[src/rtl/mul_seq_ctrl.sv]
// mul_seq_ctrl: sequential shift-add multiplier with EX-stage stall control.
// One product bit per cycle; low WIDTH bits of the product are returned.
module mul_seq_ctrl #(
  parameter int         WIDTH    = 32,
  parameter logic [2:0] MUL_CODE = 3'b100
) (
  input  logic             clk_i,
  input  logic             rst_i,
  input  logic             start_i,
  input  logic [2:0]       ALUCtrl_i,
  input  logic [WIDTH-1:0] data1_i,
  input  logic [WIDTH-1:0] data2_i,
  input  logic             flush_i,
  output logic             stall_o,
  output logic             busy_o,
  output logic             valid_o,
  output logic [WIDTH-1:0] result_o
);

  localparam int CW = (WIDTH > 1) ? $clog2(WIDTH) : 1;
  localparam logic [CW-1:0] LAST = CW'(WIDTH - 1);

  typedef enum logic [1:0] {
    IDLE = 2'd0,
    RUN  = 2'd1,
    DONE = 2'd2
  } state_t;

  state_t state_q;
  state_t state_d;

  logic [WIDTH-1:0] mcand_q;
  logic [WIDTH-1:0] mplier_q;
  logic [WIDTH-1:0] acc_q;
  logic [WIDTH-1:0] res_q;
  logic [CW-1:0]    cnt_q;

  logic             accept;
  logic             last_it;
  logic             step;
  logic [WIDTH-1:0] acc_nxt;

  assign accept = (state_q == IDLE) && start_i
                  && (ALUCtrl_i == MUL_CODE) && !flush_i;
  assign last_it = (cnt_q == LAST);
  assign step = (state_q == RUN) && !flush_i;
  assign acc_nxt = mplier_q[0] ? acc_q + mcand_q : acc_q;
  assign result_o = res_q;

  // State register; reset and flush both land in IDLE.
  always_ff @(posedge clk_i or posedge rst_i) begin
    if (rst_i) begin
      state_q <= IDLE;
    end else begin
      state_q <= state_d;
    end
  end

  // Next state and handshake outputs; flush overrides everything.
  always_comb begin
    state_d = state_q;
    stall_o = 1'b0;
    valid_o = 1'b0;
    busy_o  = (state_q != IDLE);
    unique case (state_q)
      IDLE: begin
        if (accept) begin
          state_d = RUN;
          stall_o = 1'b1;
        end
      end
      RUN: begin
        stall_o = 1'b1;
        if (last_it) begin
          state_d = DONE;
        end
      end
      DONE: begin
        valid_o = 1'b1;
        state_d = IDLE;
      end
      default: begin
        state_d = IDLE;
      end
    endcase
    if (flush_i) begin
      state_d = IDLE;
      stall_o = 1'b0;
      valid_o = 1'b0;
    end
    if (rst_i) begin
      stall_o = 1'b0;
      valid_o = 1'b0;
    end
  end

  // Shift-add datapath; the count saturates on the last iteration.
  always_ff @(posedge clk_i or posedge rst_i) begin
    if (rst_i) begin
      mcand_q  <= '0;
      mplier_q <= '0;
      acc_q    <= '0;
      cnt_q    <= '0;
      res_q    <= '0;
    end else if (accept) begin
      mcand_q  <= data1_i;
      mplier_q <= data2_i;
      acc_q    <= '0;
      cnt_q    <= '0;
    end else if (step) begin
      acc_q    <= acc_nxt;
      mcand_q  <= mcand_q << 1;
      mplier_q <= mplier_q >> 1;
      if (last_it) begin
        res_q <= acc_nxt;
      end else begin
        cnt_q <= cnt_q + CW'(1);
      end
    end
  end

endmodule

[config.mk]
export PLATFORM = sky130hd
export DESIGN_NAME = mul_seq_ctrl
export DESIGN_NICKNAME = d
export VERILOG_FILES = /design/src/rtl/mul_seq_ctrl.sv
export SDC_FILE = /design/constraint.sdc
export NUM_CORES = 1
export LEC_CHECK = 0
export CAP_MARGIN = 20
export CORE_MARGIN = 2
export CORE_UTILIZATION = 30
export CTS_CLUSTER_DIAMETER = 40
export CTS_CLUSTER_SIZE = 12
export DETAILED_ROUTE_END_ITERATION = 8
export PLACE_DENSITY = 0.54
export SYNTH_ARGS = -nofsm -noshare
export SYNTH_HDL_FRONTEND = slang
export SYNTH_SLANG_ARGS = --single-unit
export TNS_END_PERCENT = 50
[constraint.sdc]
create_clock -name clk_i -period 5.2 [get_ports clk_i]
set_input_delay 0.78 -clock clk_i [delete_from_list [all_inputs] [get_ports clk_i]]
set_output_delay 0.78 -clock clk_i [all_outputs]
set_load 0.02 [all_outputs]
==> results.toml, run 1 <==
[logic_synthesis]
netlist_area_mm2 = 0.00729
async_flop_share_pct = 100
synth_nets = 857
synth-main-ff-cell = "dfrtp_1"
ys.warnings.count = 0
syn_area_per_cell_um2 = 9.70
synth_edf_count = 0
synth_cells = 752
yosysUniqueCellTypes = 62
yosysSeqAreaShare_pct = 46.3
ys_ff_latch = 135

[die]
core_area_mm2 = 0.0241
initial_utilization_pct = 30.3
die_w_um = 160
die_y_um = 160
dieArea_mm2 = 0.0256
num_rows = 57
ioPinCount = 106

[clock_tree]
cts.repair.resized = 0
numCtsBuffers = 17
clock_path_buffers = 2
postCtsSetupBuffers = 0
insertion_delay_ns = 0.42
cts_tree = "yes"
cts_hold_buffers = 0
clkTransAtPathRegs_ns = 0.06
clock_sinks = 135
root_buffer = "clkbuf_16"
h-tree-depth = 4

[place]
port_buffers = 105
routabilityCongestion = 0.820
place_ws_ns = 1.27
hpwl_um = 12400
dp_cells = 1146

[sta]
tightest_slew_ns = 1.03
tns_ns = 0
relSlewSlack_pct = 30.9
fin_ws_ns = 1.28
clock.fmax_ghz = 0.255
clock_skew_ns = 0.0102
setup_violations = 0
post-route-period-util_pct = 75.3
hold_violations = 0
report.final.slew_viol_count = 0
grt_setup_unrepaired = "false"
period_minus_slack_ns = 3.92

[setup_path]
r2r-start = "mcand_q[0]"
r2r-end = "result_o[28]"
cp_max_fo = 43
arrival_ns = 3.14
cp_common_cell = "clkdlybuf4s50_1"
reg2reg_depth = 11
crit_slowest_cell = "nor2_4"
max_stage_delay_ns = 0.78
setup.worst_path.end_class = "output pin"
crit_chain = "clkdlybuf4s50_1, nor4b_1, and3_2, nor2_4, nor3_1, clkdlybuf4s50_1"
critPathLaunchType = "input port"
critical_path_class = "input port to output pin"
r2r_setup_slack_ns = 1.88
cp.required_ns = 4.42

[power_and_ir_drop]
netSwitchingFraction_pct = 35.2
combPwrFrac_pct = 33.1
clock_power_share_pct = 30.3
pwr-share-seq_pct = 36.6
internal_power_uw = 2580
vdd_drop_max_v = 0.000229
cellPowerDensity_mw_per_mm2 = 431
p_leak_uw = 0.00420
power.switching_uw = 1400

[cells_and_area]
regArea_mm2 = 0.00338
final_cell_mix = "135 x nand2_1, 135 x dfrtp_1, 105 x clkdlybuf4s50_1"
stdcell_count = 1179
diodes = 0
utilization_pct = 38.3
layout.nets = 947
syn2layout_area_growth_pct = 26.7
fillers = 2501
drive_above_1_share_pct = 7.84
multi_input_area_mm2 = 0.00369

[routing]
vias = 5773
drc_errors = 0
drtIter0Drc = 321
drt-pass1-iter-count = 4
wl_per_cell_um = 15.4
avgViaCountPerCell = 4.90
antenna_violating_nets_post_route = 0
finalWirelength_um = 18200

[global_route]
grt_pass1_wl_um = 30500
top_usage_layer = "met2"
grt.total_usage_pct = 14.9
use_met3_pct = 3.48
grt-ovfl-total = 0
grt_pass1_vias = 5739
met1_usage_pct = 20.8
grt_use_met2_pct = 23.1
antenna_found_initial = 1
grt_max_degree = 111

[min_path]
hold_path_depth = 2
hold_path_class = "register to register"
hold_end = "mplier_q[28]"
min_from = "mplier_q[28]"

[outcome]
status = "finished clean"

[flow_run]
max-cap-violations = 0
sequential cells by signal (all words and copies together) (netlist names):
register  cells
mcand_q      32
result_o     32
mplier_q     32
state_q       2
cnt_q         5
acc_q        32
per-stage QoR:
step / power [uW] / area [um^2] / hold slack [ns]
2_1_floorplan: 2470 / 7290 / 0.446
3_3_place_gp: 2780 / 8630 / 0.460
3_5_place_dp: 2790 / 8630 / 0.463
4_1_cts: 4020 / 9210 / 0.479
5_1_grt: 4270 / 9240 / 0.499
6_report: 3980 / 9240 / 0.475
kinds of logic (layout without fill, tap and decap cells):
kind of cell	Yosys count	count (layout)	synth area share, %
compound gates	213	213	20.0
simple gates	239	239	14.1
fa+ha+maj	34	34	5.94
buf+inv	52	155	3.40
xor+xnor	33	33	3.96
flops	135	135	46.3
mux	46	46	6.31
cells in the mapped netlist, drive strengths merged (2+ instances only):
library cell	instances	area [um^2]
a21oi	54	289
or2	2	12.5
or3	4	32.5
nor2b	2	12.5
a31oi	7	43.8
a22o	20	175
nand3	15	75.1
dfrtp	135	3380
xor2	12	105
nand4	7	43.8
o21ai	49	245
nor3	6	30.0
ha	33	413
clkbuf	34	131
a311oi	2	35.0
a211o	3	26.3
a22oi	40	300
a21o	17	130
a311o	2	21.3
nor4b	3	26.3
mux2i	46	460
and3	7	43.8
a221oi	2	23.8
xnor2	21	184
o21bai	3	22.5
nor4	2	12.5
buf	8	65.1
nand2	136	510
nor2	50	188
a211oi	4	42.5
inv	8	30.0
o21a	3	23.8
worst max-delay path: cells and delay by family:
family,cells,cell delay [ns]
AND/OR/NAND/NOR,4,1.22
buffers and inverters,2,1.14
layer usage:
| layer | share of wire, % | vias to the layer above | routed length [um] |
|---|---|---|---|
| li1 | - | 2899 | - |
| met1 | 49 | 2749 | 8950 |
| met2 | 45 | 106 | 8140 |
| met3 | 4.8 | 17 | 874 |
| met4 | 1.2 | 2 | 221 |
| met5 | 0.088 | - | 16 |
power groups by stage:
stage | registers, uW | logic (uW) | clock network (uW)
3_5_place_dp | 1470 | 1320 | 0
2_1_floorplan | 1410 | 1050 | 0
4_1_cts | 1460 | 1320 | 1240
6_report | 1460 | 1320 | 1210
5_1_grt | 1490 | 1490 | 1290
3_3_place_gp | 1470 | 1310 | 0
worst max path at each step:
stage | startpoint | slack [ns] | to
after floorplan | rst_i | 0.81 | acc_q[0]
after global routing | flush_i | 1.14 | stall_o
after global placement | flush_i | 1.24 | stall_o
after detailed placement | flush_i | 1.27 | stall_o
after CTS | flush_i | 1.25 | stall_o
final | flush_i | 1.28 | stall_o
cell type report:
class | instances | area share [%]
inverters | 8 | 0.379
flip-flops and latches | 135 | 36.6
multi-input cells | 565 | 39.9
repair buffers | 115 | 12.4
well taps | 324 | 4.39
clock buffers | 18 | 4.75
clock inverters | 14 | 1.60
Note: power is estimated with default switching activity, not from simulation.
==> inputs of run 2 (changes only) <==
- PLACE_DENSITY: 0.54 -> 0.56
- clock period: 5.2 -> 3.3 ns (I/O delays scaled with it)
==> run 2 against run 1 <==
Global-route usage is 0.31 points higher. Critical path depth is 4 higher. Core utilization hardly changed. Sequential share of layout area hardly changed. Critical path type is now register to register.
==> results.toml, run 2 (synthesis results as in run 1) <==
[place]
port_buffers = 105
hpwl_um = 12700
routabilityCongestion = 0.838
post_dp_cell_area_mm2 = 0.00868
dp_cells = 1150
place_ws_ns = 0.160

[clock_tree]
root_buffer = "clkbuf_16"
cts_tree = "yes"
insertion_delay_ns = 0.42
numCtsBuffers = 17
clock_path_buffers = 2
clkTransAtPathRegs_ns = 0.06
postCtsSetupBuffers = 0
h-tree-depth = 4
clock_sinks = 135

[setup_path]
cp_max_fo = 5
setup.worst_path.end_class = "register"
cp.required_ns = 3.65
critical_path_class = "register to register"
arrival_ns = 3.41
critPathLaunchType = "register"

[die]
initial_utilization_pct = 30.3
num_rows = 57
die_w_um = 160
core_area_mm2 = 0.0241
dieArea_mm2 = 0.0256
die_y_um = 160
ioPinCount = 106

[routing]
avgViaCountPerCell = 4.91
wl_per_cell_um = 16.0
finalWirelength_um = 18900
drt-pass1-iter-count = 4
antenna_violating_nets_post_route = 0
vias = 5801
drc_errors = 0
drtIter0Drc = 398

[power_and_ir_drop]
p_leak_uw = 0.00418
vdd_drop_max_v = 0.000364
cellPowerDensity_mw_per_mm2 = 667

[cells_and_area]
drive_above_1_share_pct = 8.28
fillers = 2471
layout.nets = 950
postLayoutCellArea_mm2 = 0.00923
regArea_mm2 = 0.00338
multi_input_area_mm2 = 0.00369
stdcell_count = 1182
syn2layout_area_growth_pct = 26.5
diodes = 0
final_cell_mix = "135 x nand2_1, 135 x dfrtp_1, 105 x clkdlybuf4s50_1"

[sta]
grt_setup_unrepaired = "false"
post-route-period-util_pct = 92.8
tns_ns = 0
hold_violations = 0
period_minus_slack_ns = 3.06
report.final.slew_viol_count = 0
setup_violations = 0
clock_skew_ns = 0.00744
clock.fmax_ghz = 0.326
relSlewSlack_pct = 50.7
tightest_slew_ns = 0.740
fin_ws_ns = 0.236

[global_route]
grt_max_degree = 136
grt_pass1_wl_um = 31200
grt.total_usage_pct = 15.2
grt-ovfl-total = 0
antenna_found_initial = 0
grt_pass1_vias = 5864

[flow_run]
max-cap-violations = 0

[min_path]
hold_path_class = "register to register"

[outcome]
status = "finished clean"
==> run 2: changes by cell type in the layout (fill, tap and decap cells not counted), moves of 2 or more <==
cell | previous run | this run
buf_12 | 0 | 2
buf_4 | 9 | 11
bufinv_16 | 2 | 0
clkinv_2 | 4 | 2
clkinv_4 | 3 | 5
clkinvlp_4 | 2 | 4
==> run 2: timing repair <==
action | CTS | global route
endpoints found under the setup margin | 0 | 7
hold buffers | 0 | 0
gates resized for setup | 0 | 1
==> run 2: stage by stage <==
step | hold WS (ns) | total power (uW) | utilization [%]
floorplan | 0.446 | 3890 | -
global placement | 0.458 | 4390 | 36.0
detailed placement | 0.463 | 4410 | 36.0
CTS | 0.479 | 6220 | 38.3
global route | 0.497 | 6600 | 38.3
finish | 0.474 | 6160 | 38.3
==> run 2: critical path: stages, from the launching register on <==
cell	delay [ns]
dfrtp_1	0.40
ha_1	0.40
a21oi_4	0.20
o211ai_4	0.12
a211oi_4	0.37
nor3_1	0.11
a311o_2	0.41
a311oi_4	0.26
xor2_1	0.13
or3_2	0.42
a31oi_1	0.16
==> run 2: final timing paths <==
| path | startpoint | to | slack, ns | cells past startpoint |
|---|---|---|---|---|
| setup / recovery | mcand_q[4] | result_o[31] | 0.24 | 10 |
| hold / removal | result_o[14] | result_o[14] | 0.47 | 2 |
| setup reg to reg | mcand_q[4] | result_o[31] | 0.24 | 10 |
| hold reg to reg | result_o[14] | result_o[14] | 0.47 | 2 |
| max in group asynchronous | rst_i | result_o[23] | 2.04 | 3 |
| min in group asynchronous | rst_i | mplier_q[5] | 0.71 | 3 |
==> run 2: report_power, final <==
part	internal [uW]	switching, uW
sequential	2000	292
clock	973	793
combinational	927	1170
==> run 2: metal layers <==
layer  up-vias  GRT usage, %  wire length [um]
met3        20          3.95               919
met2       126          23.6              8350
met5         -             0                 0
li1       2885             -                 -
met4         0          4.26               272
met1      2770          21.2              9380
==> run 2: cell type report <==
| class | count | area share (%) |
|---|---|---|
| clock buffer | 17 | 4.61 |
| clock inverter | 15 | 1.30 |
| inverter | 8 | 0.366 |
| multi-input combinational | 565 | 40.0 |
| sequential | 135 | 36.6 |
| tap | 324 | 4.39 |
| timing repair buffer | 118 | 12.7 |
